**config.mk**
```make
export PLATFORM = sky130hd
export DESIGN_NAME = fetch_unit
export DESIGN_NICKNAME = d
export VERILOG_FILES = /design/src/rtl/fetch_unit.sv
export SDC_FILE = /design/constraint.sdc
export NUM_CORES = 1
export LEC_CHECK = 0
export CAP_MARGIN = 20
export CORE_ASPECT_RATIO = 1.4
export CORE_MARGIN = 2
export CORE_UTILIZATION = 35
export DETAILED_ROUTE_END_ITERATION = 6
export GPL_TIMING_DRIVEN = 0
export PLACE_DENSITY_LB_ADDON = 0.08
export SYNTH_ARGS = -nofsm -noshare
export SYNTH_HDL_FRONTEND = slang
export SYNTH_SLANG_ARGS = --single-unit
```
**constraint.sdc**
```tcl
create_clock -name clk -period 1.79 [get_ports clk]
set_input_delay 0.4475 -clock clk [delete_from_list [all_inputs] [get_ports clk]]
set_output_delay 0.4475 -clock clk [all_outputs]
set_load 0.005 [all_outputs]
```
**src/rtl/fetch_unit.sv**
```systemverilog
// Instruction fetch stage: owns the PC, fetches over a req/ack handshake,
// issues {opcode, literal} to the decoder and resolves the next PC.
module fetch_unit #(
  parameter int unsigned PC_W  = 8,
  parameter int unsigned OPC_W = 7,
  parameter int unsigned LIT_W = 8
) (
  input  logic                   clk,
  input  logic                   rst,
  output logic                   imem_req,
  output logic [PC_W-1:0]        imem_addr,
  input  logic                   imem_ack,
  input  logic [OPC_W+LIT_W-1:0] imem_rdata,
  output logic [OPC_W-1:0]       opcode,
  output logic [LIT_W-1:0]       lit,
  output logic                   instr_valid,
  input  logic                   exec_ready,
  input  logic                   pc_load,
  input  logic [2:0]             jmp_cond,
  input  logic                   Z,
  input  logic                   N,
  input  logic                   C,
  input  logic                   halt,
  output logic [PC_W-1:0]        pc,
  output logic                   halted
);

  typedef enum logic [1:0] {
    S_FETCH = 2'd0,
    S_WAIT  = 2'd1,
    S_ISSUE = 2'd2,
    S_HALT  = 2'd3
  } state_t;

  state_t             r_state;
  state_t             w_next;
  logic [PC_W-1:0]    r_pc;
  logic [OPC_W-1:0]   r_opcode;
  logic [LIT_W-1:0]   r_lit;
  logic               r_halt_lat;
  logic               w_capture;
  logic               w_retire;
  logic               w_cond_true;
  logic               w_halt_pend;

  // A halt arriving in the retiring cycle itself still stops fetch.
  assign w_halt_pend = r_halt_lat | halt;

  always_ff @(posedge clk or posedge rst) begin
    if (rst) r_state <= S_FETCH;
    else     r_state <= w_next;
  end

  always_comb begin
    w_next      = r_state;
    w_capture   = 1'b0;
    w_retire    = 1'b0;
    imem_req    = 1'b0;
    instr_valid = 1'b0;
    halted      = 1'b0;
    case (r_state)
      S_FETCH, S_WAIT: begin
        imem_req = ~rst;
        if (imem_ack) begin
          w_capture = 1'b1;
          w_next    = S_ISSUE;
        end else begin
          w_next    = S_WAIT;
        end
      end
      S_ISSUE: begin
        instr_valid = 1'b1;
        if (exec_ready) begin
          w_retire = 1'b1;
          w_next   = w_halt_pend ? S_HALT : S_FETCH;
        end
      end
      S_HALT: begin
        halted = 1'b1;
        w_next = S_HALT;
      end
      default: w_next = S_FETCH;
    endcase
  end

  always_comb begin
    w_cond_true = 1'b0;
    case (jmp_cond)
      3'b000:  w_cond_true = 1'b1;
      3'b001:  w_cond_true = Z;
      3'b010:  w_cond_true = ~Z;
      3'b011:  w_cond_true = ~N & ~Z;
      3'b100:  w_cond_true = N;
      3'b101:  w_cond_true = ~N;
      3'b110:  w_cond_true = N | Z;
      3'b111:  w_cond_true = C;
      default: w_cond_true = 1'b0;
    endcase
  end

  always_ff @(posedge clk or posedge rst) begin
    if (rst) begin
      r_pc       <= '0;
      r_opcode   <= '0;
      r_lit      <= '0;
      r_halt_lat <= 1'b0;
    end else begin
      if (halt) r_halt_lat <= 1'b1;
      if (w_capture) begin
        r_opcode <= imem_rdata[OPC_W+LIT_W-1:LIT_W];
        r_lit    <= imem_rdata[LIT_W-1:0];
      end
      // Literal doubles as the absolute jump target.
      if (w_retire) begin
        if (pc_load && w_cond_true) r_pc <= PC_W'(r_lit);
        else                        r_pc <= r_pc + PC_W'(1);
      end
    end
  end

  assign imem_addr = r_pc;
  assign pc        = r_pc;
  assign opcode    = r_opcode;
  assign lit       = r_lit;

endmodule

```
Word level (Yosys, flattened, before mapping)
Index checks and enable logic that the tools add are counted.
{ "totals": {"input_bits": 27, "word_cells": 40, "out_inout_bits": 34, "ff_bits": 26} }
{ "classes": {"bitwise_logic": 6, "n_addsub": 1, "mux": 13, "n_reduce_logical": 4, "n_eq_ne": 11} }
{ "ops": {"columns": ["cell", "n"], "rows": [
  ["== test 3 bit, second input constant", 4],
  ["adder 8 x 1 -> 8 bit, second input constant", 1],
  ["two-way mux 8 bit", 1],
  ["one-hot mux 1 bit (8 select lines)", 1],
  ["two-way mux 1 bit", 7],
  ["== test 3 x 2 -> 1 bit, second input constant", 2],
  ["two-way mux 2 bit", 3],
  ["one-hot mux 2 bit (3 select lines)", 1],
  ["== test 2 bit, second input constant", 2],
  ["== test 3 x 1 -> 1 bit, second input constant", 1],
  ["zero test 3 bit", 1],
  ["NOT 1 bit", 3],
  ["== test 2 x 1 -> 1 bit, second input constant", 1],
  ["zero test 2 bit", 1],
  ["!= test 2 bit, second input constant", 1],
  ["OR 1 bit", 2],
  ["OR reduction 2 bit", 1],
  ["bitwise AND 1 bit", 1],
  ["logical AND 1 bit", 1]
]} }

Logic depth before layout (Yosys ltp)
{ "depth": {"depth_word": 5, "depth_mapped": 6, "depth_no_buf": 5} }

Worst setup path before layout
OpenSTA, ideal clock, no wires.
{ "synth_timing": {"path_type": "in2reg", "from": "input port C", "to": "register r_pc[2], in the netlist imem_addr[2]", "stages": 6, "slack_ns": 0.188, "t_required_ns": 1.662, "setup_time_ns": 0.128, "n_path_buf": 1, "arrival_time_ns": 1.474, "cell_sequence": "and2b_1 > o21ai_1 > a32oi_4 > buf_8 > mux2i_1 > a2bb2oi_2"} }
{ "synth_via": {"elab_chain_len": 3} }
{ "synth_lines": {"columns": ["item", "line", "rtl"], "rows": [
  ["start: declaration", "22", "input logic C,"],
  ["one-hot mux 1 bit (8 select lines)", "88", "case (jmp_cond)"],
  ["logical AND 1 bit", "115", "if (pc_load && w_cond_true) r_pc <= PC_W'(r_lit);"],
  ["two-way mux 8 bit", "115", null],
  ["end signal: assignment", "115", null],
  ["end signal: assignment", "116", "else r_pc <= r_pc + PC_W'(1);"],
  ["end: declaration", "37", "logic [PC_W-1:0] r_pc;"]
]} }
Every way passes these cells.
A chain may end at the register's enable or synchronous reset.

Worst setup path after layout
{ "layout_timing": {"from": "register r_pc[1], in the netlist imem_addr[1]", "to": "output port pc[1]"} }
{ "layout_rtl": {"columns": ["item", "line", "rtl"], "rows": [
  ["end: declaration", "24", "output logic [PC_W-1:0] pc,"]
]} }
No word-level cell between the ends.

==> impl_results.html <==
<table>
<tr><th>Metric</th><th>Value</th></tr>
<tr><th colspan="2">Finish</th></tr>
<tr><td>Final Util</td><td>60.07%</td></tr>
<tr><td>Layout cells sized above 1</td><td>27.46%</td></tr>
<tr><td>Commonest cells after routing, fill and taps aside</td><td>clkdlybuf4s50_1, dfrtp_1, mux2_2, buf_4, nand2_1</td></tr>
<tr><td>Syn-to-layout area delta</td><td>64.80%</td></tr>
<tr><td>Commonest non-fill, non-tap cell in the layout</td><td>clkdlybuf4s50_1</td></tr>
<tr><td>Total Nets Final</td><td>222</td></tr>
<tr><td>Diode count</td><td>0</td></tr>
<tr><th colspan="2">Yosys</th></tr>
<tr><td>Area share of the leading cell type in the synthesized netlist</td><td>48.55%</td></tr>
<tr><td>Gate count after technology mapping</td><td>120</td></tr>
<tr><td>Flip-flop and latch count after synthesis</td><td>26</td></tr>
<tr><td>Post-synth design cell area</td><td>1340 um2</td></tr>
<tr><td>Most frequently used flop master after synthesis</td><td>dfrtp_1</td></tr>
<tr><td>Area leader, netlist</td><td>dfrtp_1</td></tr>
<tr><td>Largest cells by area after synthesis</td><td>dfrtp_1, mux2_2, mux2i_1</td></tr>
<tr><td>Average footprint of a synthesized cell</td><td>11.17 um2</td></tr>
<tr><td>EDFF count, synth</td><td>0</td></tr>
<tr><td>Number of unique standard cell types used by synthesis</td><td>30</td></tr>
<tr><td>Syn Nets</td><td>148</td></tr>
<tr><td>Synth warn</td><td>0</td></tr>
<tr><td>Proportion of register bits with asynchronous set or reset after synthesis</td><td>100.0%</td></tr>
<tr><td>Portion of the post-synthesis area used by sequential elements</td><td>48.55%</td></tr>
<tr><th colspan="2">STA</th></tr>
<tr><td>Final Hold Viols</td><td>0</td></tr>
<tr><td>Worst rel slew slack</td><td>72.10%</td></tr>
<tr><td>Number of failing setup endpoints in the final timing report</td><td>0</td></tr>
<tr><td>Number of pins exceeding their max-slew limit in the final report</td><td>0</td></tr>
<tr><td>Minimum period implied by the final worst setup slack</td><td>1.731 ns</td></tr>
<tr><td>Worst clock skew</td><td>0.004156 ns</td></tr>
<tr><td>Highest clock rate</td><td>577.8 MHz</td></tr>
<tr><td>Smallest hold slack</td><td>0.4184 ns</td></tr>
<tr><td>Post-route fraction of the period consumed by the critical path</td><td>96.68%</td></tr>
<tr><td>Actual transition at the worst max-transition pin</td><td>0.4185 ns</td></tr>
<tr><td>Unrepaired setup endpoints after global routing</td><td>no</td></tr>
<tr><th colspan="2">Worst setup path</th></tr>
<tr><td>Crit path DAT</td><td>1.28 ns</td></tr>
<tr><td>Worst setup path startpoint</td><td>imem_addr[1]$_DFFE_PP0P_</td></tr>
<tr><td>Data required time at the worst endpoint</td><td>1.34 ns</td></tr>
<tr><td>Crit Path Category</td><td>reg2out</td></tr>
<tr><td>Category of the worst setup path launch point</td><td>flip-flop</td></tr>
<tr><td>Capturing instance or port of the critical path</td><td>pc[1]</td></tr>
<tr><td>Reg2reg start</td><td>r_state[1]$_DFFE_PP0P_</td></tr>
<tr><td>Setup slack, reg-to-reg</td><td>0.18 ns</td></tr>
<tr><td>Critical register-to-register path endpoint</td><td>imem_addr[7]$_DFFE_PP0P_</td></tr>
<tr><td>Depth of the worst register-to-register path</td><td>6</td></tr>
<tr><td>Critical Path End Type</td><td>output port</td></tr>
<tr><td>Crit-path max FO</td><td>6</td></tr>
<tr><th colspan="2">Pwr</th></tr>
<tr><td>Power density of the placed cells</td><td>744.4 nW/um2</td></tr>
<tr><td>Standby leakage power</td><td>0.9704 nW</td></tr>
<tr><td>Worst IR drop on VDD</td><td>563.6 uV</td></tr>
<tr><th colspan="2">Floorplan</th></tr>
<tr><td>Die Outline Area</td><td>4347 um2</td></tr>
<tr><td>Area of the core</td><td>3676 um2</td></tr>
<tr><td>Site row count</td><td>26</td></tr>
<tr><td>Effective utilization at floorplan</td><td>36.45%</td></tr>
<tr><td>Horizontal extent of the die</td><td>56.30 um</td></tr>
<tr><td>Ports placed on the boundary</td><td>61</td></tr>
<tr><td>Height of the chip</td><td>77.21 um</td></tr>
<tr><th colspan="2">CTS</th></tr>
<tr><td>Clk Tree Root Cell</td><td>clkbuf_8</td></tr>
<tr><td>Clock tree from TritonCTS</td><td>built</td></tr>
<tr><td>Total CTS buffers</td><td>3</td></tr>
<tr><td>Later-pin clock latency in the skew report</td><td>0.27 ns</td></tr>
<tr><td>TritonCTS Sinks</td><td>26</td></tr>
<tr><td>Maximum buffer depth of the clock tree</td><td>2</td></tr>
<tr><td>Clock transition time at the flip-flop clock pins of the worst setup and hold paths</td><td>0.09 ns</td></tr>
<tr><td>CTS H-Tree Depth</td><td>1</td></tr>
<tr><th colspan="2">Drt</th></tr>
<tr><td># DRC</td><td>0</td></tr>
<tr><td>Total number of vias</td><td>1145</td></tr>
<tr><td>Average routed wire per standard cell</td><td>13.61 um</td></tr>
<tr><td>Pre-antenna DRT Iters</td><td>4</td></tr>
<tr><td>Per-cell via count in the routed design</td><td>4.872</td></tr>
<tr><td>Iter 0 DRT Violations</td><td>33</td></tr>
<tr><td>Antenna Nets Post-Route</td><td>0</td></tr>
<tr><td>Total wirelength of the detailed-routed design</td><td>3199 um</td></tr>
<tr><th colspan="2">Placed design</th></tr>
<tr><td>GPL Wtd Cong</td><td>0.7415</td></tr>
<tr><td>Post-DP HPWL</td><td>2419 um</td></tr>
<tr><td>IO Port Bufs</td><td>60</td></tr>
<tr><th colspan="2">Global route</th></tr>
<tr><td>Overflow left after global routing</td><td>0</td></tr>
<tr><td>Largest net degree at the start of global routing</td><td>27</td></tr>
<tr><td>First-pass GRT wire length</td><td>5382 um</td></tr>
<tr><td>Vias in the first global route</td><td>1238</td></tr>
<tr><td>Total track usage</td><td>15.47%</td></tr>
<tr><td>Antenna violations before repair</td><td>0</td></tr>
<tr><th colspan="2">Worst hold path</th></tr>
<tr><td>Hold Crit Class</td><td>in2async</td></tr>
<tr><th colspan="2">Status</th></tr>
<tr><td>Status</td><td>complete, no violations</td></tr>
<tr><th colspan="2">Run</th></tr>
<tr><td>Max capacitance violation total</td><td>0</td></tr>
</table>
## flip-flops by register name (all words and copies together), names as in the netlist
register and count:
opcode 7, r_state 2, lit 8, r_halt_lat 1, imem_addr 8
## cells by family after synthesis
kind of cell / after synthesis / synth area share, %
fa+ha+maj: 1 / 0.9336
simple gates: 35 / 13.26
compound gates: 20 / 12.23
mux: 21 / 16.99
buf+inv: 17 / 8.029
flops: 26 / 48.55
## layer usage
metal | wire, um | vias to the layer above | GRT usage (%)
met4 | 16 | 0 | 4.524
li1 | - | 558 | -
met2 | 1752 | 37 | 29.53
met5 | 0 | - | 0
met1 | 1254 | 548 | 16.65
met3 | 176 | 2 | 3.204
## cell usage after synthesis, drive strengths merged, types with 3 or more instances
cell type	count
nand3	4
a2bb2oi	5
nand2	13
buf	12
o21ai	3
a21oi	8
inv	4
mux2i	7
and2b	3
nor2	4
dfrtp	26
mux2	14
## power by group
part           switching (W)  internal [W]
Sequential         0.0000674      0.000664
Combinational       0.000155      0.000381
Clock               0.000180      0.000196
## worst min path at each step
stage | to | depth (start not counted) | startpoint
floorplan | r_halt_lat$_DFFE_PP0P_ | 1 | r_halt_lat$_DFFE_PP0P_
global placement | r_halt_lat$_DFFE_PP0P_ | 1 | r_halt_lat$_DFFE_PP0P_
detailed placement | r_halt_lat$_DFFE_PP0P_ | 1 | r_halt_lat$_DFFE_PP0P_
CTS | r_halt_lat$_DFFE_PP0P_ | 1 | r_halt_lat$_DFFE_PP0P_
global route | r_halt_lat$_DFFE_PP0P_ | 2 | rst
finish | lit[0]$_DFFE_PP0P_ | 2 | rst
## worst max-delay path, cell delays in order, from the launching register on
cell and delay, ns:
dfrtp_2 0.45, buf_4 0.14, clkdlybuf4s50_1 0.43
## area by class of cell
| type | count | area, um2 |
|---|---|---|
| buffer | 11 | 80.08 |
| clock buffer | 4 | 55.05 |
| fill | 325 | 1468 |
| inverter | 4 | 15.01 |
| multi-input combinational | 77 | 610.6 |
| sequential | 26 | 658.1 |
| tap | 42 | 52.55 |
| timing repair buffer | 71 | 737.0 |
## through the flow
step                TNS (ns)  total power, W  std cells  area (um2)  setup WS (ns)
finish                     0        0.001644        235        2208        0.05939
detailed placement    -5.196        0.001214        222        1993        -0.4895
CTS                  -0.1482        0.001627        231        2117       -0.05535
floorplan                  0       0.0009157        120        1340         0.1879
global route               0        0.001735        235        2208       0.004942
global placement      -4.410        0.001201        222        1993        -0.4008
## repair_timing
action	4_1_cts	5_1_grt
setup buffers	5	4
pin swaps	2	3
cloned	1	0
endpoints found under the setup margin	15	16
resized for setup	12	12
hold buffers	0	0
No activity file was read; power rests on OpenSTA's default activity.
